==> config.mk <==
export PLATFORM = sky130hd
export DESIGN_NAME = surf_event_merger
export DESIGN_NICKNAME = d
export VERILOG_FILES = /design/src/rtl/surf_event_merger.sv
export SDC_FILE = /design/constraint.sdc
export NUM_CORES = 1
export LEC_CHECK = 0
export CAP_MARGIN = 20
export CORE_MARGIN = 2
export CORE_UTILIZATION = 52
export CTS_BUF_LIST = sky130_fd_sc_hd__clkbuf_4 sky130_fd_sc_hd__clkbuf_8
export CTS_CLUSTER_SIZE = 8
export DETAILED_ROUTE_END_ITERATION = 8
export PLACE_DENSITY_LB_ADDON = 0.05
export SYNTH_ARGS = -nofsm -noshare
export SYNTH_HDL_FRONTEND = slang
export SYNTH_SLANG_ARGS = --single-unit
==> constraint.sdc <==
create_clock -name sysclk_i -period 7.5 [get_ports sysclk_i]
set_input_delay 2.25 -clock sysclk_i [delete_from_list [all_inputs] [get_ports sysclk_i]]
set_output_delay 2.25 -clock sysclk_i [all_outputs]
set_load 0.02 [all_outputs]
==> src/rtl/surf_event_merger.sv <==
// Merges per-SURF byte streams into one framed event: header, tagged per-SURF sections, trailer.
// A silent SURF is abandoned after TIMEOUT idle cycles so one dead board cannot stall readout.
module surf_event_merger #(
    parameter logic [15:0] TIMEOUT   = 16'd1024,
    parameter logic [3:0]  HDR_MAGIC = 4'hA
) (
    input  logic        sysclk_i,
    input  logic        rst_i,
    input  logic [6:0]  surf_mask_i,
    input  logic [55:0] s_dout_tdata,
    input  logic [6:0]  s_dout_tvalid,
    output logic [6:0]  s_dout_tready,
    input  logic [6:0]  s_dout_tlast,
    output logic [7:0]  m_ev_tdata,
    output logic        m_ev_tvalid,
    input  logic        m_ev_tready,
    output logic        m_ev_tlast,
    output logic [11:0] event_count_o,
    output logic        timeout_err_o,
    output logic        busy_o
);

    typedef enum logic [2:0] {
        S_IDLE, S_HDR0, S_HDR1, S_HDR2, S_TAG, S_DATA, S_TRAILER
    } state_t;

    state_t      r_state;
    state_t      w_state_next;
    logic [6:0]  r_mask;
    logic [6:0]  r_abandon;
    logic [2:0]  r_cur;
    logic [15:0] r_to_cnt;
    logic [11:0] r_count;
    logic        r_err;

    logic [7:0]  w_lane [7];
    logic [6:0]  w_above;
    logic [2:0]  w_first_idx;
    logic        w_first_vld;
    logic [2:0]  w_next_idx;
    logic        w_next_vld;
    logic        w_start;
    logic        w_cur_valid;
    logic        w_cur_last;
    logic        w_timeout;
    logic        w_sec_end;

    genvar gi;
    generate
        for (gi = 0; gi < 7; gi++) begin : g_lane
            assign w_lane[gi] = s_dout_tdata[8*gi +: 8];
        end
    endgenerate

    // Unmasked SURFs with a strictly higher index than the one being read.
    assign w_above     = ~r_mask & (7'h7E << r_cur);
    assign w_start     = |(s_dout_tvalid & ~surf_mask_i);
    assign w_cur_valid = s_dout_tvalid[r_cur];
    assign w_cur_last  = s_dout_tlast[r_cur];
    assign w_timeout   = (r_state == S_DATA) && !w_cur_valid && (r_to_cnt == TIMEOUT - 16'd1);
    assign w_sec_end   = (r_state == S_DATA) && ((w_cur_valid && m_ev_tready && w_cur_last) || w_timeout);

    always_comb begin
        w_first_idx = 3'd0;
        w_first_vld = 1'b0;
        w_next_idx  = 3'd0;
        w_next_vld  = 1'b0;
        // Descending scan so the lowest set index is the one left standing.
        for (int i = 6; i >= 0; i--) begin
            if (!r_mask[i]) begin
                w_first_idx = 3'(i);
                w_first_vld = 1'b1;
            end
            if (w_above[i]) begin
                w_next_idx = 3'(i);
                w_next_vld = 1'b1;
            end
        end
    end

    always_comb begin
        w_state_next  = r_state;
        m_ev_tvalid   = 1'b0;
        m_ev_tdata    = 8'h00;
        m_ev_tlast    = 1'b0;
        s_dout_tready = 7'h00;
        case (r_state)
            S_IDLE: begin
                if (w_start) w_state_next = S_HDR0;
            end
            S_HDR0: begin
                m_ev_tvalid = 1'b1;
                m_ev_tdata  = {HDR_MAGIC, r_count[11:8]};
                if (m_ev_tready) w_state_next = S_HDR1;
            end
            S_HDR1: begin
                m_ev_tvalid = 1'b1;
                m_ev_tdata  = r_count[7:0];
                if (m_ev_tready) w_state_next = S_HDR2;
            end
            S_HDR2: begin
                m_ev_tvalid = 1'b1;
                m_ev_tdata  = {1'b0, ~r_mask};
                if (m_ev_tready) w_state_next = w_first_vld ? S_TAG : S_TRAILER;
            end
            S_TAG: begin
                m_ev_tvalid = 1'b1;
                m_ev_tdata  = {5'b11000, r_cur};
                if (m_ev_tready) w_state_next = S_DATA;
            end
            S_DATA: begin
                m_ev_tvalid          = w_cur_valid;
                m_ev_tdata           = w_lane[r_cur];
                s_dout_tready[r_cur] = m_ev_tready;
                if (w_sec_end) w_state_next = w_next_vld ? S_TAG : S_TRAILER;
            end
            S_TRAILER: begin
                m_ev_tvalid = 1'b1;
                m_ev_tdata  = {1'b1, r_abandon};
                m_ev_tlast  = 1'b1;
                if (m_ev_tready) w_state_next = S_IDLE;
            end
            default: w_state_next = S_IDLE;
        endcase
    end

    always_ff @(posedge sysclk_i) begin
        if (rst_i) begin
            r_state   <= S_IDLE;
            r_mask    <= 7'h7F;
            r_abandon <= 7'h00;
            r_cur     <= 3'd0;
            r_to_cnt  <= 16'd0;
            r_count   <= 12'd0;
            r_err     <= 1'b0;
        end else begin
            r_state <= w_state_next;
            case (r_state)
                S_IDLE: begin
                    if (w_start) r_mask <= surf_mask_i;
                end
                S_HDR2: begin
                    if (m_ev_tready) r_cur <= w_first_idx;
                end
                S_TAG: begin
                    if (m_ev_tready) r_to_cnt <= 16'd0;
                end
                S_DATA: begin
                    // A downstream stall with data pending does not count toward the timeout.
                    if (w_cur_valid) begin
                        if (m_ev_tready) r_to_cnt <= 16'd0;
                    end else if (w_timeout) begin
                        r_abandon[r_cur] <= 1'b1;
                        r_err            <= 1'b1;
                        r_to_cnt         <= 16'd0;
                    end else begin
                        r_to_cnt <= r_to_cnt + 16'd1;
                    end
                    if (w_sec_end && w_next_vld) r_cur <= w_next_idx;
                end
                S_TRAILER: begin
                    if (m_ev_tready) begin
                        r_count   <= r_count + 12'd1;
                        r_abandon <= 7'h00;
                    end
                end
                default: ;
            endcase
        end
    end

    assign event_count_o = r_count;
    assign timeout_err_o = r_err;
    assign busy_o        = (r_state != S_IDLE);

endmodule

==> results of run 1 <==
[where the power goes]
part | leakage (µW) | internal, µW | switching, µW
sequential | 0.000397 | 279 | 66.7
clock | 0.0000574 | 109 | 96.1
combinational | 0.00117 | 190 | 176
[cell families (layout without fill, tap and decap cells)]
logic type,Yosys count,after routing,synth area share [%]
and+or+nand+nor,178,178,25.2
DFF,49,49,27.7
buffers and inverters,48,137,6.29
adders and majority gates,2,2,0.707
xor gates and xnor gates,8,8,1.98
muxes,35,35,12.2
AOI/OAI and AO/OA,134,134,25.8
[metrics by stage]
stage               hold slack (ns)  utilization (%)
finish                        0.475             70.8
global route                  0.517             70.8
CTS                           0.480             70.8
detailed placement            0.457             69.0
global placement              0.446             69.0
floorplan                     0.429                -
[cell type report]
cell class | instances | area (µm²) | share of cell area, %
well taps | 80 | 100 | 2.12
inverters | 13 | 48.8 | 1.03
clock buffers | 6 | 82.6 | 1.75
clock inverters | 2 | 37.5 | 0.793
flip-flops and latches | 49 | 981 | 20.7
repair buffers | 116 | 1150 | 24.2
multi-input cells | 357 | 2340 | 49.4
[registers in the layout, indices dropped and copies added (netlist names)]
name           cells
r_cur              3
r_state            3
event_count_o     12
timeout_err_o      1
r_to_cnt          16
r_mask             7
r_abandon          7
[critical path, cell delays in order]
cell and delay [ns]:
clkdlybuf4s50_1 0.39, mux2_2 0.26, a221o_1 0.29, o211ai_1 0.11, a21oi_1 0.09, a31oi_1 0.19, a21oi_1 0.10, clkdlybuf4s50_1 0.56
[path summary, 6_finish.rpt]
| check | to | from | slack [ns] | cells after the start |
|---|---|---|---|---|
| max | m_ev_tdata[1] | s_dout_tdata[9] | 1.01 | 8 |
| min reg2reg | r_abandon[6] | r_abandon[6] | 0.48 | 2 |
| max reg2reg | r_to_cnt[11] | r_cur[2] | 4.29 | 7 |
| min | r_abandon[6] | r_abandon[6] | 0.48 | 2 |
[routing by layer]
| metal | share of wire (%) | GRT usage [%] | routed length [µm] |
|---|---|---|---|
| met1 | 42 | 37.7 | 4460 |
| met2 | 48 | 48.8 | 5120 |
| met3 | 7.8 | 5.24 | 828 |
| met4 | 1.8 | 9.09 | 190 |
| met5 | 0 | 0 | 0 |
[cells in the final DEF, fill, tap and decap left out, types with 11 or more instances in the layout]
cell type,n
a21oi_1,31
a31oi_1,16
clkdlybuf4s50_1,110
dfxtp_1,49
inv_1,12
mux2i_1,19
nand2_1,44
nand3_1,18
nor2_1,46
nor3_1,11
o211ai_1,11
o21ai_0,21
or3_1,12
==> results.py, run 1 <==
metrics = {
    "yosys": {
        "ys_seq_elements": 49,
        "synth_most_common_cell": "dfxtp_1",
        "syn_nets": 536,
        "yosysSeqAreaShare_pct": 27.7,
        "ys_async_sr_fraction_pct": 0,
        "ys_types": 70,
        "synthFlopType": "dfxtp_1",
        "synth_top_area_cell": "dfxtp_1",
        "synth.area.top_cells": "dfxtp_1 (28%), mux2i_1 (5.4%), nor2_1 (4.9%), nand2_1 (4.7%), a21oi_1 (4.4%)",
        "synth_area_mm2": 0.00354,
        "synth.top_cell.area_share_pct": 27.7,
        "yosys_warnings": 0,
        "syn_avg_cell_area_um2": 7.80,
        "synthTopCellsByCount": "dfxtp_1 (49), nor2_1 (46), nand2_1 (44)",
        "synth-edff-count": 0,
        "synth_cells": 454,
    },
    "power": {
        "leakage_uw": 0.00163,
        "peakVddDrop_uv": 121,
        "power_uw": 916,
        "p_per_area_mw_per_mm2": 194,
    },
    "worst_hold_path": {
        "hold_class": "flop to flop",
    },
    "route": {
        "via_count": 3805,
        "antenna_left": 0,
        "wl_per_cell_um": 17.0,
        "vias_per_cell": 6.11,
        "dr.pass1.iters": 5,
        "wl_um": 10600,
        "drc": 0,
        "drtIter0Drc": 413,
    },
    "layout": {
        "layout-drive-gt1-share_pct": 7.00,
        "fin_cells": 623,
        "stdcell_area_mm2": 0.00473,
        "area_growth_pct": 33.7,
        "fin_nets": 624,
        "antenna_cells": 0,
        "fillers": 549,
    },
    "clock_network": {
        "cts_tree": "built",
        "worstSkewPairLatency_ns": 0.31,
        "numCtsBuffers": 5,
        "cts_buffer_depth": 2,
        "htreeDepth": 2,
        "cts_root_buf": "clkbuf_8",
        "cts.repair.resized": 0,
        "clkTransAtPathRegs_ns": 0.10,
        "clock-sinks": 49,
        "cts_setup_buffers": 0,
        "hold_buffers": 0,
    },
    "place": {
        "io_buffers": 110,
        "dp_hpwl_um": 7730,
        "postPlaceCellArea_mm2": 0.00461,
        "place_inst": 615,
        "gp_congestion": 0.927,
        "place_ws_ns": 1.02,
    },
    "worst_setup_path": {
        "worstPathArrival_ns": 4.24,
        "cp.required_ns": 5.25,
        "end_kind": "primary output",
        "path_max_fanout": 1,
        "start_kind": "primary input",
        "critPathKind": "primary input to primary output",
    },
    "sta": {
        "fin_crit_ns": 6.49,
        "rsz0062_at_grt": "no",
        "tns_ns": 0,
        "tightest_slew_ns": 0.949,
        "worst_slack_ns": 1.01,
        "hold_viol_final": 0,
        "clock.fmax_mhz": 154,
        "maxSlewHeadroom_pct": 36.6,
        "drv_slew": 0,
        "finClkSkew_ns": 0.0131,
        "min_period_over_period_pct": 86.6,
        "setup_viol": 0,
    },
    "die": {
        "std_cell_rows": 30,
        "core_area_mm2": 0.00668,
        "initial_core_util_pct": 53.0,
        "die_h_um": 86.5,
        "die-area_mm2": 0.00748,
        "die_w_um": 86.5,
        "pin_count": 111,
    },
    "grt": {
        "antenna_found_initial": 0,
        "grt.total_usage_pct": 29.0,
        "grt_pass1_vias": 3753,
        "grt.overflow.total": 0,
        "grt_pass1_wl_um": 17700,
        "grt_max_degree": 39,
    },
    "run_status": {
        "status": "complete, no violations",
    },
    "run": {
        "cap_violations": 0,
    },
}
(Power assumes the default switching activity.)
==> run 2: changes to the inputs <==
--- a/config.mk
+++ b/config.mk
@@ -7,7 +7,7 @@
 export LEC_CHECK = 0
 export CAP_MARGIN = 20
 export CORE_MARGIN = 2
-export CORE_UTILIZATION = 52
+export CORE_UTILIZATION = 32
 export CTS_BUF_LIST = sky130_fd_sc_hd__clkbuf_4 sky130_fd_sc_hd__clkbuf_8
 export CTS_CLUSTER_SIZE = 8
 export DETAILED_ROUTE_END_ITERATION = 8
==> run 2 against run 1 <==
Net effect:
- die area up 59%
- routed wire length rose by 12%
- clock-buffer cell count unchanged
- non-clock buffer count is 1 higher
- largest power group unchanged
==> results.py, run 2 (synthesis gave the netlist of run 1 again) <==
metrics = {
    "run_status": {
        "status": "complete, no violations",
    },
    "grt": {
        "grt_max_degree": 39,
        "grt.overflow.total": 0,
        "grt_pass1_wl_um": 18900,
        "grt.total_usage_pct": 20.2,
        "antenna_found_initial": 0,
        "grt_pass1_vias": 3753,
    },
    "route": {
        "antenna_left": 0,
        "dr.pass1.iters": 5,
        "dr.max_layer_used": "met4",
        "dr_wl_met2_um": 5690,
        "drtIter0Drc": 169,
        "m1WireLength_um": 5370,
        "vias_per_cell": 5.52,
        "via_count": 3774,
        "dr_wl_met3_um": 620,
        "drc": 0,
        "wl_per_cell_um": 17.4,
        "wl_um": 11900,
    },
    "layout": {
        "fin_cells": 684,
        "antenna_cells": 0,
        "layout_common_cells": "clkdlybuf4s50_1 (110), dfxtp_1 (49), nor2_1 (46)",
        "area_growth_pct": 35.2,
        "fin_nets": 625,
        "layout-drive-gt1-share_pct": 7.17,
        "largest_reg_flops": 16,
        "regMostFlops": "r_to_cnt",
        "final_common_cell": "clkdlybuf4s50_1",
    },
    "worst_setup_path": {
        "worstPathArrival_ns": 4.24,
        "slowest_delay_ns": 0.59,
        "critPathKind": "primary input to primary output",
        "cp_slowest_cell": "clkdlybuf4s50_1",
        "end_kind": "primary output",
        "critPathTopFamily": "buffers and inverters",
        "cp.required_ns": 5.25,
        "start_kind": "primary input",
        "cp_cell_sequence": "clkdlybuf4s50_1 -> mux2i_1 -> a211o_1 -> and2_1 -> o211ai_1 -> and2_1 -> clkdlybuf4s50_1",
        "crit_buf_inv": 2,
        "path_max_fanout": 3,
    },
    "place": {
        "dp_hpwl_um": 8750,
        "io_buffers": 110,
        "place_inst": 676,
        "gp_congestion": 0.824,
    },
    "die": {
        "std_cell_rows": 38,
        "pin_count": 111,
        "core_area_mm2": 0.0108,
        "initial_core_util_pct": 32.8,
        "die_h_um": 109,
        "die-area_mm2": 0.0119,
        "die_w_um": 109,
    },
    "sta": {
        "hold_viol_final": 0,
        "drv_slew": 0,
        "finClkSkew_ns": 0.00668,
        "min_period_over_period_pct": 86.5,
        "maxSlewHeadroom_pct": 32.8,
        "setup_viol": 0,
        "tns_ns": 0,
        "clock.fmax_mhz": 154,
        "rsz0062_at_grt": "no",
        "hold_slack_ns": 0.473,
        "tightest_slew_ns": 1.01,
        "fin_crit_ns": 6.49,
    },
    "power": {
        "peakVddDrop_uv": 153,
        "power_uw": 891,
        "comb_power_share_pct": 45.4,
        "p_sw_share_pct": 39.0,
        "p_per_area_mw_per_mm2": 186,
        "p_sw_uw": 348,
        "clkPwrFrac_pct": 18.3,
        "p_int_uw": 544,
        "leakage_uw": 0.00161,
        "p_seq_share_pct": 36.3,
    },
    "clock_network": {
        "cts.repair.resized": 0,
        "clock-sinks": 49,
        "hold_buffers": 0,
        "cts_buffer_depth": 2,
        "cts_root_buf": "clkbuf_8",
        "htreeDepth": 2,
        "cts_setup_buffers": 0,
        "cts_tree": "built",
        "clkTransAtPathRegs_ns": 0.09,
        "worstSkewPairLatency_ns": 0.30,
        "numCtsBuffers": 5,
    },
    "worst_hold_path": {
        "hold_class": "flop to flop",
    },
    "run": {
        "cap_violations": 0,
    },
}
run 2: metrics by stage:
| step | area (µm²) | setup slack [ns] | util [%] |
|---|---|---|---|
| finish | 4790 | 1.01 | 44.3 |
| floorplan | 3540 | 1.96 | - |
| CTS | 4790 | 0.993 | 44.3 |
| detailed placement | 4690 | 1.00 | 43.5 |
| global placement | 4690 | 0.998 | 43.5 |
| global route | 4790 | 0.919 | 44.3 |
run 2: power by group through the flow:
stage                     clock network, µW  logic (µW)  registers, µW
final                                   163         405            323
after floorplan                           0         278            300
after global placement                    0         400            327
after CTS                               170         404            322
after global routing                    181         438            328
after detailed placement                  0         401            327
run 2: layout make-up:
cell class	instances	area, µm²
clock inverters	2	15.0
multi-input cells	357	2340
well taps	140	175
fillers	1136	6010
clock buffers	6	76.3
repair buffers	117	1150
flip-flops and latches	49	981
inverters	13	48.8
run 2: per-layer routing:
layer | track usage, % | up-vias
met5 | 0 | -
met4 | 5.52 | 0
met3 | 3.47 | 13
met2 | 35.1 | 121
met1 | 25.7 | 1789
li1 | - | 1851
run 2: worst register-to-register path, stage by stage (launching register included):
cell	delay [ns]
dfxtp_1	0.57
buf_4	0.28
nor2b_4	0.23
and2_1	0.30
and3_1	0.53
and2_1	0.55
o21ai_0	0.20
a311oi_1	0.27
run 2: worst paths after layout:
kind | startpoint | endpoint | slack (ns) | cells past startpoint
worst max-delay path | s_dout_tvalid[4] | m_ev_tvalid | 1.01 | 7
worst min-delay path | timeout_err_o | timeout_err_o | 0.47 | 2
worst min register to register | timeout_err_o | timeout_err_o | 0.47 | 2
worst max register to register | r_state[0] | r_to_cnt[11] | 4.50 | 7
==> variant: new RTL, flow settings as in run 2 <==
Re-encode `state_t` (7 states) as Gray code, 3 bits wide.
--- a/src/rtl/surf_event_merger.sv
+++ b/src/rtl/surf_event_merger.sv
@@ -22,5 +22,5 @@
 
     typedef enum logic [2:0] {
-        S_IDLE, S_HDR0, S_HDR1, S_HDR2, S_TAG, S_DATA, S_TRAILER
+        S_IDLE = 3'b000, S_HDR0 = 3'b001, S_HDR1 = 3'b011, S_HDR2 = 3'b010, S_TAG = 3'b110, S_DATA = 3'b111, S_TRAILER = 3'b101
     } state_t;
 
Behaviour: same outputs for any inputs over 4 cycles, from zero or initial values and one cycle with rst_i high; so few cycles prove little.
==> variant against run 2 <==
Setup slack worse by 44 ps; combinational power rose by 34%; highest routed layer unchanged; sequential cell count unchanged; sequential power is 3% higher; largest power group unchanged; final area is 2.5% higher; area after synthesis increased by 4.4%; first-iteration DRC count rose by 38%; power up 17%; critical endpoint unchanged; via count is 3.9% higher; register-to-register slack improved by 230 ps; non-clock buffer count is 2 lower; routed wire length grew 3.9%; sequential share of layout area fell by 0.50 points.
==> variant: results (changes against run 2) <==
.. list-table::
   :header-rows: 1

   * - Metric
     - Value
   * - Count of cells resized by post-cts repair
     - 0 (unchanged)
   * - Per-cell via count in the routed design
     - 5.59 (+1.2%)
   * - Crit path max fanout
     - 3 (unchanged)
   * - Sum of net half-perimeters after detailed placement
     - 9030 um (+3.2%)
   * - Peak supply drop
     - 146 uV (-5.1%)
   * - Net count of the finished layout
     - 645 (+3.2%)
   * - Hold bufs inserted after CTS
     - 0 (unchanged)
   * - Aggregate routed wire length
     - 12,400 um (+3.9%)
   * - Placed cell area
     - 0.00481 sq mm (+2.4%)
   * - Number of buffers created by CTS
     - 5 (unchanged)
   * - Count of H-tree levels built during CTS
     - 2 (unchanged)
   * - Number of nets produced by synthesis
     - 556 (+3.7%)
   * - First-pass GRT wire length
     - 20,200 um (+6.6%)
   * - Number of instances on the worst hold path
     - 2 (unchanged)
   * - Portion of the post-synthesis area used by sequential elements
     - 26.5% (-1.2 points)
   * - Tightest Hold Check Type
     - register to register
   * - Flip-flop count of the largest register, all copies and words added
     - 16 (unchanged)
   * - Number of port buffers
     - 110 (unchanged)
   * - Run status
     - finished, final reports clean
   * - Static Leakage
     - 1.68 nW (+4.4%)
   * - Number of antenna cells inserted
     - 0 (unchanged)
   * - Worst-case reg-to-reg path depth
     - 7 (unchanged)
   * - Count of cell types in the netlist
     - 71 (+1.4%)
   * - Final weighted congestion in routability-driven placement
     - 0.849 (+3.1%)
   * - Worst-margin pin slew
     - 813 ps (-193 ps)
   * - Share of final-layout standard cells stronger than drive strength 1
     - 7.87% (+0.70 points)
   * - CTS Root Cell
     - sky130_fd_sc_hd__clkbuf_8
   * - Area contributors post-synth
     - sky130_fd_sc_hd__dfxtp_1 27%, sky130_fd_sc_hd__nor2_1 5.6%, sky130_fd_sc_hd__nand2_1 5.3%
   * - Internal power
     - 0.589 mW (+8.4%)
   * - Pin count of the biggest net entering global routing
     - 38 (-2.6%)
   * - Via count of the first global-routing pass
     - 3,871 (+3.1%)
   * - Top reg by flops
     - r_to_cnt
   * - Count of fill cells added during filler insertion
     - 1,164 (+2.5%)
   * - Clock edge transition at the registers on the reported setup and hold paths
     - 90 ps (about the same)
   * - Detailed Routing Iterations Pass 1
     - 4 (-1)
   * - Clock Skew
     - 6.93 ps (+0.248 ps)
   * - Total track usage
     - 19.6% (-0.55 points)
   * - Proportion of synthesized flip-flops having asynchronous set or reset
     - 0% (unchanged)
   * - Leading cell types by count after synthesis
     - 55 x sky130_fd_sc_hd__nor2_1, 52 x sky130_fd_sc_hd__nand2_1, 49 x sky130_fd_sc_hd__dfxtp_1
   * - Number of antenna violations at the first check in global routing
     - 0 (unchanged)
   * - Data arrival time of the critical path
     - 4280 ps (+40 ps)
   * - Initial DRC count
     - 233 (+38%)
   * - Number of synthesis warnings
     - 0 (unchanged)
==> variant: worst max-delay path, stage by stage <==
cell	delay [ps]
sky130_fd_sc_hd__clkdlybuf4s50_1	470
sky130_fd_sc_hd__mux2i_1	90
sky130_fd_sc_hd__o21ai_1	300
sky130_fd_sc_hd__a21oi_1	190
sky130_fd_sc_hd__nand2_1	110
sky130_fd_sc_hd__a21oi_1	70
sky130_fd_sc_hd__nor2_1	160
sky130_fd_sc_hd__clkdlybuf4s50_1	640
==> variant: routing by layer <==
metal | track usage, % | up-vias | part of all wire (%)
met4 | 5.35 | 0 | 1.8
li1 | - | 1924 | -
met1 | 26.4 | 1854 | 46
met2 | 32.4 | 128 | 46
met3 | 3.76 | 15 | 5.8
met5 | 0 | - | 0
==> variant: cells by family (layout without fill, tap and decap cells) <==
kind of cell	after synthesis	count (layout)	synth area share, %
and+or+nand+nor	188	188	25.0
AOI/OAI and AO/OA	138	138	27.2
buffers and inverters	53	143	7.55
DFF	49	49	26.5
muxes	25	25	9.18
xor gates and xnor gates	9	9	2.13
adders and majority gates	7	7	2.37
==> variant: final timing paths <==
kind | start | endpoint | slack, ps
worst max register to register | r_cur[2]$_SDFFE_PP0P_ | r_cur[0]$_SDFFE_PP0P_ | 4730
worst min register to register | timeout_err_o$_SDFFE_PP0P_ | timeout_err_o$_SDFFE_PP0P_ | 480
worst min-delay path | timeout_err_o$_SDFFE_PP0P_ | timeout_err_o$_SDFFE_PP0P_ | 480
worst max-delay path | s_dout_tvalid[6] | m_ev_tvalid | 970
==> variant: final cells by class <==
| type | count | share of cell area, % |
|---|---|---|
| multi-input combinational | 367 | 49.6 |
| sequential | 49 | 20.0 |
| clock inverter | 2 | 0.281 |
| clock buffer | 6 | 1.68 |
| inverter | 20 | 1.53 |
| timing repair buffer | 115 | 23.2 |
| tap | 143 | 3.65 |
==> variant: power by group through the flow <==
stage	clock (mW)	sequential, mW	combinational (mW)
5_1_grt	0.183	0.337	0.589
3_5_place_dp	0	0.338	0.540
6_report	0.167	0.332	0.541
2_1_floorplan	0	0.312	0.379
3_3_place_gp	0	0.337	0.539
4_1_cts	0.173	0.331	0.543
==> variant: through the flow <==
stage / cells / utilization (%) / setup WS [ps]
after floorplan: 469 / - / 1890
after global placement: 694 / 42.5 / 948
after detailed placement: 694 / 42.5 / 928
after CTS: 702 / 43.3 / 937
after global routing: 702 / 43.3 / 791
final: 702 / 43.3 / 967
